<file path="src/rtl/alu_pkg.sv">
// Shared definitions for the ALU logic-op issue path.
//   - MIPS funct encodings accepted by the logic unit front end
//   - 2-bit logic_fn encodings driven to the combinational logic unit
//   - result_entry_t: one queued result (data, tag, illegal flag)
//   - funct_is_legal(): true for the four logic functs
package alu_pkg;

    localparam int DATA_W    = 32;
    // The entry type carries tags up to this width; narrower tags are zero-extended.
    localparam int TAG_MAX_W = 16;

    localparam logic [5:0] FUNCT_AND = 6'h24;
    localparam logic [5:0] FUNCT_OR  = 6'h25;
    localparam logic [5:0] FUNCT_XOR = 6'h26;
    localparam logic [5:0] FUNCT_NOR = 6'h27;

    localparam logic [1:0] LFN_AND = 2'b00;
    localparam logic [1:0] LFN_OR  = 2'b01;
    localparam logic [1:0] LFN_XOR = 2'b10;
    localparam logic [1:0] LFN_NOR = 2'b11;

    typedef struct packed {
        logic [DATA_W-1:0]    data;
        logic [TAG_MAX_W-1:0] tag;
        logic                 illegal;
    } result_entry_t;

    function automatic logic funct_is_legal(input logic [5:0] funct);
        logic legal;
        legal = 1'b0;
        case (funct)
            FUNCT_AND, FUNCT_OR, FUNCT_XOR, FUNCT_NOR: legal = 1'b1;
            default:                                   legal = 1'b0;
        endcase
        return legal;
    endfunction

endpackage

</file>
<file path="src/rtl/alu_result_fifo.sv">
// Small synchronous FIFO holding logic-unit results until writeback takes them.
// Ports:
//   clk, rst      clock, synchronous active-high reset
//   push          write push_data at the tail (ignored when full unless popping)
//   push_data     entry to write
//   pop           advance the head (ignored when empty)
//   pop_data      head entry; holds the last popped entry while empty
//   count         occupancy, 0..DEPTH
//   full, empty   occupancy flags
// DEPTH must be a power of two so the pointers wrap naturally.
module alu_result_fifo #(
    parameter int DEPTH = 2,
    parameter int WIDTH = 32
) (
    input  logic                     clk,
    input  logic                     rst,
    input  logic                     push,
    input  logic [WIDTH-1:0]         push_data,
    input  logic                     pop,
    output logic [WIDTH-1:0]         pop_data,
    output logic [$clog2(DEPTH):0]   count,
    output logic                     full,
    output logic                     empty
);

    localparam int PTR_W = $clog2(DEPTH);
    localparam int CNT_W = PTR_W + 1;

    logic [WIDTH-1:0] mem [DEPTH];
    logic [PTR_W-1:0] rd_ptr;
    logic [PTR_W-1:0] wr_ptr;
    logic [WIDTH-1:0] last_q;
    logic             do_push;
    logic             do_pop;

    assign empty   = (count == '0);
    assign full    = (count == CNT_W'(DEPTH));
    assign do_pop  = pop && !empty;
    // A pop in the same cycle frees the slot, so a full FIFO still takes a push.
    assign do_push = push && (!full || do_pop);

    always_ff @(posedge clk) begin
        if (do_push) begin
            mem[wr_ptr] <= push_data;
        end
    end

    always_ff @(posedge clk) begin
        if (rst) begin
            rd_ptr <= '0;
            wr_ptr <= '0;
            count  <= '0;
            last_q <= '0;
        end else begin
            if (do_push) begin
                wr_ptr <= wr_ptr + PTR_W'(1);
            end
            if (do_pop) begin
                rd_ptr <= rd_ptr + PTR_W'(1);
                last_q <= mem[rd_ptr];
            end
            case ({do_push, do_pop})
                2'b10:   count <= count + CNT_W'(1);
                2'b01:   count <= count - CNT_W'(1);
                default: count <= count;
            endcase
        end
    end

    // While empty the slot under rd_ptr is stale, so present the last popped entry.
    assign pop_data = empty ? last_q : mem[rd_ptr];

endmodule

</file>
<file path="src/rtl/alu_logic_issue.sv">
// Issue front end for the combinational ALU logic unit.
// Accepts logic-op requests (valid/ready), decodes the MIPS funct into logic_fn,
// holds the op in a single issue register (S1) that drives the logic unit, and
// queues {result, tag, illegal} into an output FIFO with valid/ready backpressure.
// Ports:
//   clk, rst                    clock, synchronous active-high reset
//   in_valid/in_ready           request handshake
//   in_funct, in_x_data,
//   in_y_data, in_tag           request payload
//   logic_x_data, logic_y_data,
//   logic_fn                    to the logic unit, straight from S1
//   logic_result                combinational result from the logic unit
//   out_valid/out_ready         result handshake
//   out_data, out_tag,
//   out_illegal                 FIFO head
module alu_logic_issue
    import alu_pkg::*;
#(
    parameter int DEPTH = 2,
    parameter int TAG_W = 5
) (
    input  logic              clk,
    input  logic              rst,
    input  logic              in_valid,
    output logic              in_ready,
    input  logic [5:0]        in_funct,
    input  logic [31:0]       in_x_data,
    input  logic [31:0]       in_y_data,
    input  logic [TAG_W-1:0]  in_tag,
    output logic [31:0]       logic_x_data,
    output logic [31:0]       logic_y_data,
    output logic [1:0]        logic_fn,
    input  logic [31:0]       logic_result,
    output logic              out_valid,
    input  logic              out_ready,
    output logic [31:0]       out_data,
    output logic [TAG_W-1:0]  out_tag,
    output logic              out_illegal
);

    localparam int CNT_W = $clog2(DEPTH) + 1;

    logic              s1_v;
    logic [31:0]       s1_x;
    logic [31:0]       s1_y;
    logic [1:0]        s1_fn;
    logic [TAG_W-1:0]  s1_tag;
    logic              s1_illegal;

    logic              accept;
    logic              pop;
    logic              push_ok;
    logic              push;
    logic              fifo_full;
    logic              fifo_empty;
    logic [CNT_W-1:0]  fifo_count_unused;
    logic              tag_unused;
    result_entry_t     push_entry;
    result_entry_t     head_entry;

    // Legal functs 0x24..0x27 differ only in bits [1:0], which are the logic_fn code.
    function automatic logic [1:0] decode_fn(input logic [5:0] funct);
        return funct_is_legal(funct) ? funct[1:0] : LFN_AND;
    endfunction

    assign pop      = out_valid && out_ready;
    assign push_ok  = !fifo_full || pop;
    assign push     = s1_v && push_ok;
    assign in_ready = !s1_v || push_ok;
    assign accept   = in_valid && in_ready;

    // Stage S1: issue register feeding the logic unit
    always_ff @(posedge clk) begin
        if (rst) begin
            s1_v       <= 1'b0;
            s1_x       <= '0;
            s1_y       <= '0;
            s1_fn      <= LFN_AND;
            s1_tag     <= '0;
            s1_illegal <= 1'b0;
        end else if (accept) begin
            s1_v       <= 1'b1;
            s1_fn      <= decode_fn(in_funct);
            s1_tag     <= in_tag;
            s1_illegal <= !funct_is_legal(in_funct);
            // Illegal ops run AND on zero operands, so the queued result is 0.
            s1_x       <= funct_is_legal(in_funct) ? in_x_data : '0;
            s1_y       <= funct_is_legal(in_funct) ? in_y_data : '0;
        end else if (push) begin
            s1_v <= 1'b0;
        end
    end

    assign logic_x_data = s1_x;
    assign logic_y_data = s1_y;
    assign logic_fn     = s1_fn;

    always_comb begin
        push_entry         = '0;
        push_entry.data    = logic_result;
        push_entry.tag     = TAG_MAX_W'(s1_tag);
        push_entry.illegal = s1_illegal;
    end

    // Stage FIFO: results wait here for writeback
    alu_result_fifo #(
        .DEPTH (DEPTH),
        .WIDTH ($bits(result_entry_t))
    ) u_fifo (
        .clk       (clk),
        .rst       (rst),
        .push      (push),
        .push_data (push_entry),
        .pop       (pop),
        .pop_data  (head_entry),
        .count     (fifo_count_unused),
        .full      (fifo_full),
        .empty     (fifo_empty)
    );

    assign out_valid   = !fifo_empty;
    assign out_data    = head_entry.data;
    assign out_tag     = head_entry.tag[TAG_W-1:0];
    assign out_illegal = head_entry.illegal;
    assign tag_unused  = ^head_entry.tag;

endmodule

</file>
<file path="config.mk">
export PLATFORM = sky130hd
export DESIGN_NAME = alu_logic_issue
export DESIGN_NICKNAME = d
export VERILOG_FILES = /design/src/rtl/alu_pkg.sv /design/src/rtl/alu_result_fifo.sv /design/src/rtl/alu_logic_issue.sv
export SDC_FILE = /design/constraint.sdc
export NUM_CORES = 1
export LEC_CHECK = 0
export ABC_AREA = 1
export BUFFER_PORTS_ARGS = -buffer_cell sky130_fd_sc_hd__buf_2
export CORE_MARGIN = 5
export CORE_UTILIZATION = 41
export CTS_CLUSTER_SIZE = 12
export DETAILED_ROUTE_END_ITERATION = 10
export PLACE_DENSITY = 0.65
export SLEW_MARGIN = 20
export SYNTH_ARGS = -nofsm -noshare
export SYNTH_HDL_FRONTEND = slang
export SYNTH_SLANG_ARGS = --single-unit
</file>
<file path="constraint.sdc">
create_clock -name clk -period 8 [get_ports clk]
set_input_delay 0.8 -clock clk [delete_from_list [all_inputs] [get_ports clk]]
set_output_delay 0.8 -clock clk [all_outputs]
set_load 0.01 [all_outputs]
</file>
==> impl_metrics.toml <==
[grt]
grt_start_max_net_pins = 111
grt.total_usage_pct = 16.54
overflow = 0
grt_pass1_vias = 5904
antenna_found_initial = 1
grt_pass1_wl_um = 29240

[power_and_ir_drop]
combPwrFrac_pct = 16.4
pwr-share-seq_pct = 48.2
pwr-share-clk_pct = 35.4
totalPowerFinal_mw = 2.303
switching_share_pct = 27.49
irDropWorstVdd_uv = 140.0
internal-power_mw = 1.670
p_leak_nw = 4.256
p_switching_uw = 633.3
power_density_mw_per_mm2 = 240.9

[placement]
hpwl_um = 12030
place_ws_ps = 5123
port_buffers = 216
gp_congestion = 0.7560

[logic_synthesis]
yosysWarnings = 0
synth_compound_area_share_pct = 14.82
synth_area_leaders = "dfxtp_1 (30%), edfxtp_1 (29%), o21ai_0 (8.8%)"
synth_top_family_by_area = "compound AO/OA/AOI/OAI gates"
yosysTopAreaCell = "dfxtp_1"
synthAdderAreaFrac_pct = 0.1590
syn_area_sq_mm = 0.007868
synth_mux_area_share_pct = 0
ys_ff_latch = 192
synth_cells = 920
synth-xor-area-share_pct = 0
syn_area_per_cell_sq_um = 8.552
seq_area_frac_synth_pct = 58.52
synth_top_area_share_pct = 29.52
synthesis.nets = 1032
synth_cell_types = 22
synth_simple_gate_area_share_pct = 14.47

[min_path]
hold_end = "u_fifo.last_q[35]"
whs_path_depth = 2
hp-class = "flop to flop"
holdCritStartpoint = "u_fifo.last_q[35]"

[routing]
drtAntennaViolNets = 0
wire_per_inst_um = 13.30
drt-pass1-iter-count = 4
drc = 0
drt-total-wl_um = 18240
vias_per_cell = 4.577
vias = 6279
drt_iter0_drc = 241

[cts]
postCtsHoldBufs = 0
cts.sinks = 192
clock_path_buffers = 2
cts_buffers = 17
cts_max_level = 4
clk_latency_ps = 420
clkTransAtPathRegs_ps = 60
postCtsSetupRepairBufs = 0
cts_tree = "built"
root_buffer = "clkbuf_16"
cts_resized = 0

[run]
max_cap_violations = 0

[setup_path]
worstPathRequired_ps = 7200
critPathArrivalTime_ps = 2610
worst-setup-path-type = "flop to output pin"
reg2reg_slack_ps = 5700
crit_fanout = 77
cp-end-kind = "output pin"
path_cells = "nor2_2 > clkinv_2 > o21ai_0 > buf_2"
regToRegEndpoint = "s1_illegal"
crit_buf_inv = 2
reg2reg_from = "u_fifo.count[1]"
max_stage_delay_ps = 730
cp-start-kind = "flop"
critPathSlowestCell = "clkinv_2"
crit_family = "buffers and inverters"
r2r_cells = 5

[timing]
worst_pin_slew_ps = 1020
period_minus_slack_ps = 3405
slew_headroom_pct = 32.01
hold_violations = 0
maxSlewViolCount = 0
period_share_pct = 42.57
rsz0062_at_grt = "no"
fmax_mhz = 293.6
setup_viol = 0
fin_skew_ps = 12.35
timing.final.ws_setup_ps = 4595
tns_ps = 0

[die]
fp.dieW_um = 148.5
die_h_um = 148.5
core-area_sq_mm = 0.01883
rows = 50
initial_core_util_pct = 41.78
dieArea_sq_mm = 0.02206
io_pins = 217

[finish]
utilization_pct = 50.78
drive_above_1_share_pct = 23.94
multi_input_area_sq_mm = 0.002345
final_cell_mix = "buf_2 (216), inv_1 (154), nand2_1 (147), o21ai_0 (138), dfxtp_1 (115)"
nFillCells = 1814
layout.nets = 1211
final_common_cell = "buf_2"
seq_area_sq_mm = 0.004606
areaGrowthSynthToFinish_pct = 21.55

[status]
outcome = "finished, final reports clean"
metal layers:
metal | GRT usage [%] | routed length (um) | vias to the layer above
li1 | - | - | 3303
met1 | 19.34 | 7500 | 2776
met2 | 27.30 | 8595 | 182
met3 | 7.770 | 1947 | 16
met4 | 4.711 | 179 | 2
met5 | 0 | 19 | -
cells in the mapped netlist:
master / instances
inv_1: 155
nand2_1: 147
o21ai_0: 138
dfxtp_1: 116
nor2_1: 90
edfxtp_1: 76
a21oi_1: 74
clkbuf_1: 31
nand4_1: 30
o21ai_1: 21
buf_2: 11
buf_6: 10
buf_4: 8
inv_2: 4
nand2_2: 2
clkbuf_2: 1
ha_1: 1
nand3_1: 1
nand4_4: 1
nor2_2: 1
nor2_4: 1
nor3_1: 1
cells by family (layout without fill, tap and decap cells):
family	Yosys count	after routing
AOI/OAI and AO/OA	233	233
adders and majority gates	1	1
buffers and inverters	220	411
DFF	192	192
other	0	1
and+or+nand+nor	274	274
stage by stage:
stage | hold slack [ps] | instances | cell area (sq um)
floorplan | 423.9 | 920 | 7868
global placement | 428.7 | 1340 | 8986
detailed placement | 435.3 | 1340 | 8986
CTS | 444.1 | 1371 | 9553
global route | 460.2 | 1371 | 9560
finish | 444.5 | 1372 | 9563
flip-flops by register name (all words and copies together) (netlist names), named ones only:
| register | count |
|---|---|
| u_fifo.mem | 76 |
| u_fifo.last_q | 38 |
| logic_x_data | 32 |
| logic_y_data | 32 |
| s1_tag | 5 |
| logic_fn | 2 |
| u_fifo.count | 2 |
| s1_illegal | 1 |
| s1_v | 1 |
| u_fifo.rd_ptr | 1 |
| u_fifo.wr_ptr | 1 |
area by class of cell:
cell class                      count  area share (%)
Inverter                          159           6.267
Antenna cell                        1         0.02617
Clock buffer                       20           4.906
Multi-Input combinational cell    508           24.52
Clock inverter                     11           1.021
Sequential cell                   192           48.16
Timing Repair Buffer              221           11.70
Tap cell                          260           3.402
power by group through the flow:
| stage | clock, mW | sequential (mW) | combinational (mW) |
|---|---|---|---|
| CTS | 0.841 | 1.11 | 0.385 |
| floorplan | 0 | 1.13 | 0.252 |
| finish | 0.815 | 1.11 | 0.378 |
| global placement | 0 | 1.13 | 0.379 |
| detailed placement | 0 | 1.13 | 0.385 |
| global route | 0.879 | 1.12 | 0.433 |
worst max-delay path by stage:
stage | cells after the start | endpoint | from
floorplan | 4 | u_fifo.mem[1][0] | out_ready
global placement | 7 | s1_illegal | out_ready
detailed placement | 7 | s1_illegal | out_ready
CTS | 4 | out_data[6] | u_fifo.count[1]
global route | 4 | out_data[18] | u_fifo.count[1]
finish | 4 | out_data[6] | u_fifo.count[1]
tightest hold or removal path, cell delays in order (launching register included):
cell and delay, ps:
dfxtp_1 300, inv_1 50, a21oi_1 50
Power figures use the tool's default switching activity.
